$ cat src/rtl/fpadd_pkg.sv
// ============================================================================
// Module : fpadd_pkg
// Brief  : Shared widths and operand-loader state encoding for the FP adder.
// Rev    : 1.0  initial release
// ============================================================================
`default_nettype none

package fpadd_pkg;
    localparam int FP_WIDTH          = 32;
    localparam int BYTE_WIDTH        = 8;
    localparam int NUM_OPERAND_BYTES = 8;
    localparam int IDX_WIDTH         = $clog2(NUM_OPERAND_BYTES);

    typedef enum logic [0:0] {
        ST_LOAD    = 1'b0,
        ST_PRESENT = 1'b1
    } load_state_t;
endpackage

`default_nettype wire

$ cat src/rtl/button_debounce.sv
// ============================================================================
// Module : button_debounce
// Brief  : Synchronizes and debounces a raw push button; emits a 1-cycle pulse
//          on each accepted press.
// Rev    : 1.0  initial release
// ============================================================================
`default_nettype none

module button_debounce #(
    parameter int DEBOUNCE_CYCLES = 500000
) (
    input  logic clk,
    input  logic rst,
    input  logic i_btn,
    output logic o_press_pulse
);
    // A width of at least one bit keeps DEBOUNCE_CYCLES == 1 legal.
    localparam int CNT_W = (DEBOUNCE_CYCLES > 1) ? $clog2(DEBOUNCE_CYCLES) : 1;
    localparam logic [CNT_W-1:0] C_CNT_LAST = CNT_W'(DEBOUNCE_CYCLES - 1);

    logic             r_sync1;
    logic             r_sync2;
    logic             r_stable;
    logic             r_stable_d;
    logic             r_press;
    logic [CNT_W-1:0] r_cnt;

    always_ff @(posedge clk) begin
        if (rst) begin
            r_sync1    <= 1'b0;
            r_sync2    <= 1'b0;
            r_stable   <= 1'b0;
            r_stable_d <= 1'b0;
            r_press    <= 1'b0;
            r_cnt      <= '0;
        end else begin
            r_sync1    <= i_btn;
            r_sync2    <= r_sync1;
            r_stable_d <= r_stable;
            r_press    <= r_stable & ~r_stable_d;
            if (r_sync2 != r_stable) begin
                if (r_cnt == C_CNT_LAST) begin
                    r_stable <= r_sync2;
                    r_cnt    <= '0;
                end else begin
                    r_cnt    <= r_cnt + 1'b1;
                end
            end else begin
                r_cnt <= '0;
            end
        end
    end

    assign o_press_pulse = r_press;
endmodule

`default_nettype wire

$ cat src/rtl/fp_operand_loader.sv
// ============================================================================
// Module : fp_operand_loader
// Brief  : Loads two 32-bit operands byte by byte from switches and presents
//          the pair to the FP adder over valid/ready.
// Rev    : 1.0  initial release
// ============================================================================
`default_nettype none

module fp_operand_loader
    import fpadd_pkg::*;
#(
    parameter int DEBOUNCE_CYCLES = 500000
) (
    input  logic                  clk,
    input  logic                  reset,
    input  logic [BYTE_WIDTH-1:0] switches,
    input  logic                  load_btn,
    input  logic                  operands_ready,
    output logic [FP_WIDTH-1:0]   reg_A,
    output logic [FP_WIDTH-1:0]   reg_B,
    output logic                  operands_valid,
    output logic [IDX_WIDTH-1:0]  byte_idx
);
    load_state_t           r_state;
    logic [FP_WIDTH-1:0]   r_reg_a;
    logic [FP_WIDTH-1:0]   r_reg_b;
    logic                  r_valid;
    logic [IDX_WIDTH-1:0]  r_idx;
    logic                  w_press;
    logic [4:0]            w_msb;

    button_debounce #(
        .DEBOUNCE_CYCLES (DEBOUNCE_CYCLES)
    ) u_load_debounce (
        .clk           (clk),
        .rst           (reset),
        .i_btn         (load_btn),
        .o_press_pulse (w_press)
    );

    // Byte 0 of each operand lands in the most significant slice.
    assign w_msb = 5'd31 - {r_idx[1:0], 3'b000};

    always_ff @(posedge clk) begin
        if (reset) begin
            r_state <= ST_LOAD;
            r_reg_a <= '0;
            r_reg_b <= '0;
            r_valid <= 1'b0;
            r_idx   <= '0;
        end else begin
            case (r_state)
                ST_LOAD: begin
                    if (w_press) begin
                        if (!r_idx[2]) begin
                            r_reg_a[w_msb -: BYTE_WIDTH] <= switches;
                        end else begin
                            r_reg_b[w_msb -: BYTE_WIDTH] <= switches;
                        end
                        if (r_idx == IDX_WIDTH'(NUM_OPERAND_BYTES - 1)) begin
                            r_idx   <= '0;
                            r_valid <= 1'b1;
                            r_state <= ST_PRESENT;
                        end else begin
                            r_idx <= r_idx + 1'b1;
                        end
                    end
                end
                ST_PRESENT: begin
                    // Presses here are intentionally dropped, not queued.
                    if (r_valid && operands_ready) begin
                        r_valid <= 1'b0;
                        r_state <= ST_LOAD;
                    end
                end
                default: begin
                    r_state <= ST_LOAD;
                end
            endcase
        end
    end

    assign reg_A          = r_reg_a;
    assign reg_B          = r_reg_b;
    assign operands_valid = r_valid;
    assign byte_idx       = r_idx;
endmodule

`default_nettype wire

$ cat config.mk
export PLATFORM = sky130hd
export DESIGN_NAME = fp_operand_loader
export DESIGN_NICKNAME = d
export VERILOG_FILES = /design/src/rtl/fpadd_pkg.sv /design/src/rtl/button_debounce.sv /design/src/rtl/fp_operand_loader.sv
export SDC_FILE = /design/constraint.sdc
export NUM_CORES = 1
export LEC_CHECK = 0
export BUFFER_PORTS_ARGS = -buffer_cell sky130_fd_sc_hd__buf_2
export CAP_MARGIN = 20
export CELL_PAD_IN_SITES_DETAIL_PLACEMENT = 1
export CELL_PAD_IN_SITES_GLOBAL_PLACEMENT = 1
export CORE_MARGIN = 8
export CORE_UTILIZATION = 35
export DETAILED_ROUTE_END_ITERATION = 16
export PLACE_DENSITY = 0.69
export SYNTH_ARGS = -nofsm -noshare
export SYNTH_HDL_FRONTEND = slang
export SYNTH_HIERARCHICAL = 1
export SYNTH_SLANG_ARGS = --single-unit
$ cat constraint.sdc
create_clock -name clk -period 3.1 [get_ports clk]
set_clock_uncertainty 0.05 [all_clocks]
set_input_delay 0 -clock clk [delete_from_list [all_inputs] [get_ports clk]]
set_output_delay 0 -clock clk [all_outputs]
set_load 0.03 [all_outputs]
Word level (Yosys, flattened, before mapping)
Cells that the tools add are included.

cells by class
  add/subtract/negate cells = 4
  multiply operators = 0
  divide/modulo/power cells = 0
  magnitude comparators = 0
  eq/ne operators = 6
  shift operators = 2
  muxes and demuxes = 11
  bitwise operators = 5
  reductions and logical operators = 7

operator list
  kind                    number
  $bwmux 32               2
  $shift 8x7->39 const A  1
  $shiftx 8x7->39         1
  $add 19x1->19 const B   1
  $eq 19x19->1 const B    1
  $reduce_and 3->1        3
  $neg 5->7               1
  $mux 1                  6
  $sub 5x5->5 const A     1
  $ne 2x1->1 const B      2
  $not 1->1               4
  $pmux 1 s2              2
  $reduce_and 2->1        2
  $add 3x1->3 const B     1
  $eq 3x3->1 const B      1
  $mux 3                  1
  $reduce_or 3->1         1
  $ne 2x2->1 const B      1
  $and 1x1->1             1
  $logic_and 1x1->1       1
  $ne 1x1->1              1

word-level totals
  flip-flop bits (word level) = 93
  bits in latches = 0
  memory bits (writable) = 0
  ROM bits = 0
  input port bits = 12
  output and inout bits = 68
  word-level logic and storage cells = 46
  memories kept = 0

Depth between registers and ports, before layout
Gate-level depths: netlist of the first run.

  word-level depth = 4
  mapped depth = 6
  depth with buffers taken out = 5

Hierarchy
The synthesis of the first run kept the hierarchy.

by module, submodules not included
  module             times used  cells each  area an instance (um2)  seq. area each (um2)
  fp_operand_loader  1           341         2,819.0                 1,381.3
  button_debounce    1           111         1,019.7                 480.5

Worst setup path before layout of the first run
Ideal clock, no wire load.

  path kind = register -> register
  from = register u_load_debounce.r_cnt[0]
  to = register u_load_debounce.r_cnt[10]
  library setup time = 0.115 ns
  arrival time = 1.697 ns
  data required time = 2.935 ns
  setup slack = 1.239 ns
  cell stages (with the launch flop) = 7
  path buffers = 1
  clock period less this slack = 1.861 ns
  cell sequence = dfxtp_1 -> ha_1 -> nand3_2 -> or4_4 -> o31ai_4 -> buf_6 -> nor2_1

on the way
  word-level cells in the longest chain between the ends = 2
  elaborated cells between the ends (all ways) = 3
  classes of those cells = 1 x add/sub; 1 x eq/ne; 1 x reduce/logical

ends and longest elaborated chain
  element                                                line                   text
  start: declaration                                     button_debounce.sv:26  logic [CNT_W-1:0] r_cnt;
  start signal: assignment                               button_debounce.sv:46  r_cnt <= r_cnt + 1'b1;
  branches (longest 2 deep; another with $add 19x1->19)  --

Parallel ways; which one is timed is not known.
A chain may end at the register's enable or synchronous reset.

Worst setup path after layout of the first run
  from = register u_load_debounce.r_cnt[0]
  to = register u_load_debounce.r_cnt[2]

Same word-level chain as after synthesis.

==> results of run 1 <==
==> how the worst max path moves through the flow <==
stage                                      endpoint  cells past startpoint
after floorplan           u_load_debounce/r_cnt[10]                      6
after global placement     u_load_debounce/r_cnt[6]                      5
after detailed placement   u_load_debounce/r_cnt[6]                      5
after CTS                  u_load_debounce/r_cnt[6]                      5
after global routing      u_load_debounce/r_cnt[11]                      5
final                      u_load_debounce/r_cnt[2]                      5
==> power groups by stage <==
| stage | combinational, µW | clock [µW] | sequential [µW] |
|---|---|---|---|
| floorplan | 29.6 | 0 | 1220 |
| global placement | 47.6 | 0 | 1220 |
| detailed placement | 48.1 | 0 | 1220 |
| CTS | 58.3 | 948 | 1200 |
| global route | 61.2 | 1000 | 1200 |
| finish | 57.5 | 910 | 1200 |
==> state kept, by name, indices dropped and copies added, names as in the netlist, 3 cells and up <==
signal	flops
reg_B	32
reg_A	32
u_load_debounce/r_cnt	19
byte_idx	3
==> logic make-up after synthesis <==
| group | Yosys count | synth area share (%) |
|---|---|---|
| DFF | 93 | 48.5 |
| AOI/OAI and AO/OA | 75 | 10.6 |
| xor gates and xnor gates | 14 | 3.19 |
| adders and majority gates | 7 | 2.28 |
| buffers and inverters | 48 | 6.32 |
| muxes | 4 | 1.04 |
| and+or+nand+nor | 211 | 28.1 |
==> stage by stage <==
stage	worst slack (ns)	hold slack [ns]	cells	total power [µW]
global route	0.660	0.239	659	2260
global placement	0.967	0.172	633	1270
floorplan	1.24	0.0216	452	1250
detailed placement	0.842	0.179	633	1270
CTS	0.823	0.200	658	2200
finish	0.868	0.212	659	2160
==> worst max-delay path, cell delays in order, from the launching register on <==
cell and delay (ns):
sky130_fd_sc_hd__dfxtp_1 0.40, sky130_fd_sc_hd__ha_1 0.24, sky130_fd_sc_hd__nand3_2 0.17, sky130_fd_sc_hd__or4_4 0.47
sky130_fd_sc_hd__o31ai_4 0.64, sky130_fd_sc_hd__nor2_1 0.12
==> cells in the mapped netlist, drive strengths merged (5+ instances only) <==
cell type | count | area, µm²
nand2 | 70 | 263
nor2 | 24 | 90.1
nor4 | 5 | 31.3
a21oi | 70 | 350
inv | 8 | 30.0
buf | 24 | 148
clkbuf | 16 | 65.1
nand3 | 70 | 355
xnor2 | 12 | 105
ha | 7 | 87.6
dfxtp | 93 | 1860
nor3 | 6 | 30.0
nand4 | 7 | 43.8
==> final cells by class <==
class	instances	area share [%]
multi-input combinational	311	38.2
inverter	8	0.661
tap	140	3.86
clock inverter	3	1.51
sequential	93	41.0
clock buffer	12	3.42
timing repair buffer	92	11.4
==> layer usage <==
metal  routed length [µm]  up-vias  part of all wire, %
met4                  240        0                  2.2
met5                    0        -                    0
met3                  565       14                  5.1
met2                 5220       66                   47
met1                 5000     1675                   45
li1                     -     1683                    -
==> results.cfg, run 1 <==
[run_status]
status = finished, final reports clean

[pwr]
leakagePower_uw = 0.00168
power_per_cell_area_mw_per_mm2 = 476
switching_power_uw = 455
peakVddDrop_mv = 0.255
power.share.sequential_pct = 55.3
combinational_cell_fraction_of_total_power_pct = 2.7
swShare_pct = 21.0
clock_power_share_pct = 42.1
intPower_uw = 1710

[final_layout]
layout_common_cells = 93 x sky130_fd_sc_hd__dfxtp_1, 79 x sky130_fd_sc_hd__buf_2, 70 x sky130_fd_sc_hd__nand2_1, 70 x sky130_fd_sc_hd__a21oi_1, 69 x sky130_fd_sc_hd__nand3_1
final_common_cell = sky130_fd_sc_hd__dfxtp_1
proportion_of_layout_cells_with_a_drive_suffix_above_1_pct = 20.4
finish.net_count = 534
antenna-diode-count = 0
area_growth_syn_to_layout_pct = 18.4
fill_cells = 1310
multi_input_comb_area_mm2 = 0.00173
final_util_pct = 42.1
finish.instance_area_mm2 = 0.00454
layout.area.seq_mm2 = 0.00186

[synthesis]
synth.ff_latch_count = 93
synthesized_net_count = 471
synthFlopType = sky130_fd_sc_hd__dfxtp_1
post_synth_edffs = 0
ys_warn_count = 6
synthesis.instances = 452
mappedNetlistArea_mm2 = 0.00384
synth_seq_area_share_pct = 48.5
synthDistinctLibCells = 37
synth-async-reset-ratio_pct = 0
avgSynthCellArea_um2 = 8.49

[run]
max-cap-violations = 0

[timing]
timing_max_transition_violations_final = 0
slew_headroom_pct = 34.7
max_clock_freq_mhz = 448
hold_violations = 0
fin_setup_tns_ns = 0
worst_slew_pin_slew_ns = 0.975
rsz0062_at_grt = false
period_minus_slack_ns = 2.23
setup_viol_count_final = 0
timing.final.crit_share_pct = 72.0

[hold_path]
holdCritPathClass = in -> reg
hold_end = byte_idx[2]
hold_depth = 2
hold_path.startpoint = reset

[clock_network]
clk_pin_slew_worst_paths_ns = 0.09
cts_sinks = 93
max_clock_buf_depth = 2
cts.repair.resized = 0
cts_root_cell = sky130_fd_sc_hd__clkbuf_8
cts_tree = built
hold_buffers = 10
cts_setup_buffers = 0
worst_skew_pair.late_latency_ns = 0.36
total_cts_buffers = 9
cts_htree_levels = 3

[routing]
drt-vias-per-instance = 5.22
routed_wirelength_um = 11000
drc = 0
detail_route.iter0.violations = 215
final_antenna_net_count = 0
vias = 3438
first_pass_iters = 4
wire_per_inst_um = 16.7

[critical_path]
worstSetupPathType = reg -> reg
timing.critical_path.from_type = register
crit_start = u_load_debounce/r_cnt[0]
reg_to_reg_setup_timing_slack_ns = 0.87
critical_path_arrival_ns = 2.40
r2r-start = u_load_debounce/r_cnt[0]
r2r_cells = 5
worstSetupEndpointType = register
crit_path_max_fanout = 19
worst_ep_required_time_ns = 3.26
rr_endpoint = u_load_debounce/r_cnt[2]

[global_routing]
number_of_global_route_vias_before_repair = 3440
grtUsageMet3_pct = 3.78
antenna_found_initial = 0
grtUsageTotal_pct = 15.3
grt_max_degree = 51
top_usage_layer = met2
globalRoute.totalOverflow = 0
grt_util_met1_pct = 18.9
grtUsageMet2_pct = 24.3
first_pass_grt_wire_length_um = 17700

[placed_design]
finalWeightedCongestion = 0.746
hpwl_um = 7650
io_buffer_count = 79
dpl-instance-area_mm2 = 0.00421

[die]
die_height_um = 121
row_count = 38
design.portCount = 80
initial_core_utilization_pct = 35.6
die_width_um = 121
core-area_mm2 = 0.0108
die-area_mm2 = 0.0146
Note: power is estimated with default switching activity, not from simulation.
==> inputs of run 2 (changes only) <==
--- a/config.mk
+++ b/config.mk
@@ -12,7 +12,7 @@
 export CORE_MARGIN = 8
 export CORE_UTILIZATION = 35
 export DETAILED_ROUTE_END_ITERATION = 16
-export PLACE_DENSITY = 0.69
+export PLACE_DENSITY = 0.72
 export SYNTH_ARGS = -nofsm -noshare
 export SYNTH_HDL_FRONTEND = slang
 export SYNTH_HIERARCHICAL = 1
==> constraint.sdc (replaced) <==
create_clock -name clk -period 2 [get_ports clk]
set_clock_uncertainty 0.05 [all_clocks]
set_input_delay 0 -clock clk [delete_from_list [all_inputs] [get_ports clk]]
set_output_delay 0 -clock clk [all_outputs]
set_load 0.03 [all_outputs]
==> run 2 against run 1 <==
Net effect: global-route usage grew 0.11 points; final area grew 1.3%; cell count grew 1.4%; register-to-register slack lost 0.72 ns; critical path type unchanged; worst setup slack lost 0.72 ns; critical path depth grew 1; non-clock buffer count grew 8.
==> results.cfg, run 2 (synthesized netlist as in run 1, its figures left out) <==
[pwr]
clock_power_share_pct = 42.2
switching_power_uw = 739
power.share.sequential_pct = 55.1
peakVddDrop_mv = 0.294
leakagePower_uw = 0.00172
combinational_cell_fraction_of_total_power_pct = 2.7
swShare_pct = 22.0
tot_pwr_uw = 3360
intPower_uw = 2620
power_per_cell_area_mw_per_mm2 = 731

[placed_design]
finalWeightedCongestion = 0.840
io_buffer_count = 79
hpwl_um = 7940
preCtsSetupSlack_ns = 0.147

[global_routing]
antenna_found_initial = 0
number_of_global_route_vias_before_repair = 3536
grtUsageTotal_pct = 15.4
grt_max_degree = 48
first_pass_grt_wire_length_um = 17900
globalRoute.totalOverflow = 0

[hold_path]
hold_path.startpoint = reset
holdCritPathClass = in -> reg

[timing]
fin_setup_tns_ns = 0
worst_hold_slack_ns = 0.0785
slew_headroom_pct = 36.5
hold_violations = 0
rsz0062_at_grt = false
final_critical_path_setup_slack_ns = 0.146
setup_viol_count_final = 0
max_clock_freq_mhz = 539
timing_max_transition_violations_final = 0
period_minus_slack_ns = 1.85
timing.final.crit_share_pct = 92.7
worst_slew_pin_slew_ns = 0.950

[critical_path]
worstSetupPathType = reg -> reg
cp_cell_sequence = ha_1 -> nand3_2 -> or4_4 -> o31ai_4 -> buf_4 -> a21oi_1
worst_ep_required_time_ns = 2.19
worstSetupEndpointType = register
critical_path_arrival_ns = 2.05
crit_path_max_fanout = 19
timing.critical_path.slowest_cell_delay_ns = 0.45
timing.critical_path.from_type = register
r2r-start = u_load_debounce/r_cnt[0]
crit_start = u_load_debounce/r_cnt[0]
timing.critical_path.slowest_stage_cell = sky130_fd_sc_hd__or4_4

[die]
die_height_um = 121
row_count = 38
die-area_mm2 = 0.0146
initial_core_utilization_pct = 35.6
design.portCount = 80
die_width_um = 121
core-area_mm2 = 0.0108

[final_layout]
final_common_cell = sky130_fd_sc_hd__dfxtp_1
finish.net_count = 542
proportion_of_layout_cells_with_a_drive_suffix_above_1_pct = 21.8
antenna-diode-count = 0
area_growth_syn_to_layout_pct = 19.9
layout_common_cells = 93 x sky130_fd_sc_hd__dfxtp_1, 79 x sky130_fd_sc_hd__buf_2, 70 x sky130_fd_sc_hd__nand2_1, 70 x sky130_fd_sc_hd__a21oi_1, 69 x sky130_fd_sc_hd__nand3_1
fill_cells = 1333

[routing]
final_antenna_net_count = 0
first_pass_iters = 4
detail_route.iter0.violations = 234
wire_per_inst_um = 16.7
vias = 3451
routed_wirelength_um = 11100
drt-vias-per-instance = 5.17
drc = 0

[run]
max-cap-violations = 0

[clock_network]
cts_tree = built
clk_pin_slew_worst_paths_ns = 0.10
cts.repair.resized = 0
total_cts_buffers = 9
cts_root_cell = sky130_fd_sc_hd__clkbuf_8
cts_sinks = 93
max_clock_buf_depth = 2
worst_skew_pair.late_latency_ns = 0.38
cts_htree_levels = 3

[run_status]
status = finished, final reports clean
[run 2: cell count changes in the layout (fill, tap and decap cells not counted), sizes merged]
cell    delta
clkbuf     -1
clkinv     +1
inv        +1
buf        +8
[run 2: layout make-up]
class | count | area, µm² | area share, %
Clock inverter | 5 | 82.6 | 1.79
Tap cell | 140 | 175 | 3.81
Multi-Input combinational cell | 311 | 1730 | 37.7
Inverter | 8 | 30.0 | 0.652
Clock buffer | 11 | 141 | 3.07
Timing Repair Buffer | 100 | 578 | 12.6
Sequential cell | 93 | 1860 | 40.4
[run 2: timing repair]
item,CTS,global route
endpoints found under the hold margin,67,0
hold buffers,10,0
setup buffers,0,0
[run 2: per-stage QoR]
stage / instances / area, µm² / utilization [%]
floorplan: 452 / 3840 / -
global placement: 642 / 4280 / 39.6
detailed placement: 642 / 4280 / 39.6
CTS: 668 / 4600 / 42.7
global route: 668 / 4600 / 42.7
finish: 668 / 4600 / 42.7
[run 2: per-layer routing]
metal  track usage (%)  share of wire [%]
met3              3.54                4.6
met1              18.4                 45
met2              25.3                 48
met4              7.96                2.7
met5                 0                  0
[run 2: path summary, 6_finish.rpt]
check	endpoint	slack, ns	cells after the start
setup reg to reg	u_load_debounce/r_cnt[17]	0.15	6
setup / recovery	u_load_debounce/r_cnt[17]	0.15	6
hold / removal	reg_B[23]	0.08	3
hold reg to reg	u_load_debounce/o_press_pulse	0.34	1
[run 2: critical path: cells and delay by family, from the launching register on]
family | cells | cell delay (ns)
AO/OA/AOI/OAI | 2 | 0.24
adder cells (fa/ha/maj) | 1 | 0.24
buffers and inverters | 1 | 0.27
flip-flops | 1 | 0.39
AND/OR/NAND/NOR | 2 | 0.55
[run 2: power by group through the flow]
stage | Clock, µW | Combinational (µW) | Sequential [µW]
CTS | 1450 | 92.6 | 1850
floorplan | 0 | 45.9 | 1900
global route | 1520 | 97.8 | 1850
detailed placement | 0 | 77.1 | 1900
finish | 1420 | 91.8 | 1850
global placement | 0 | 76.4 | 1900
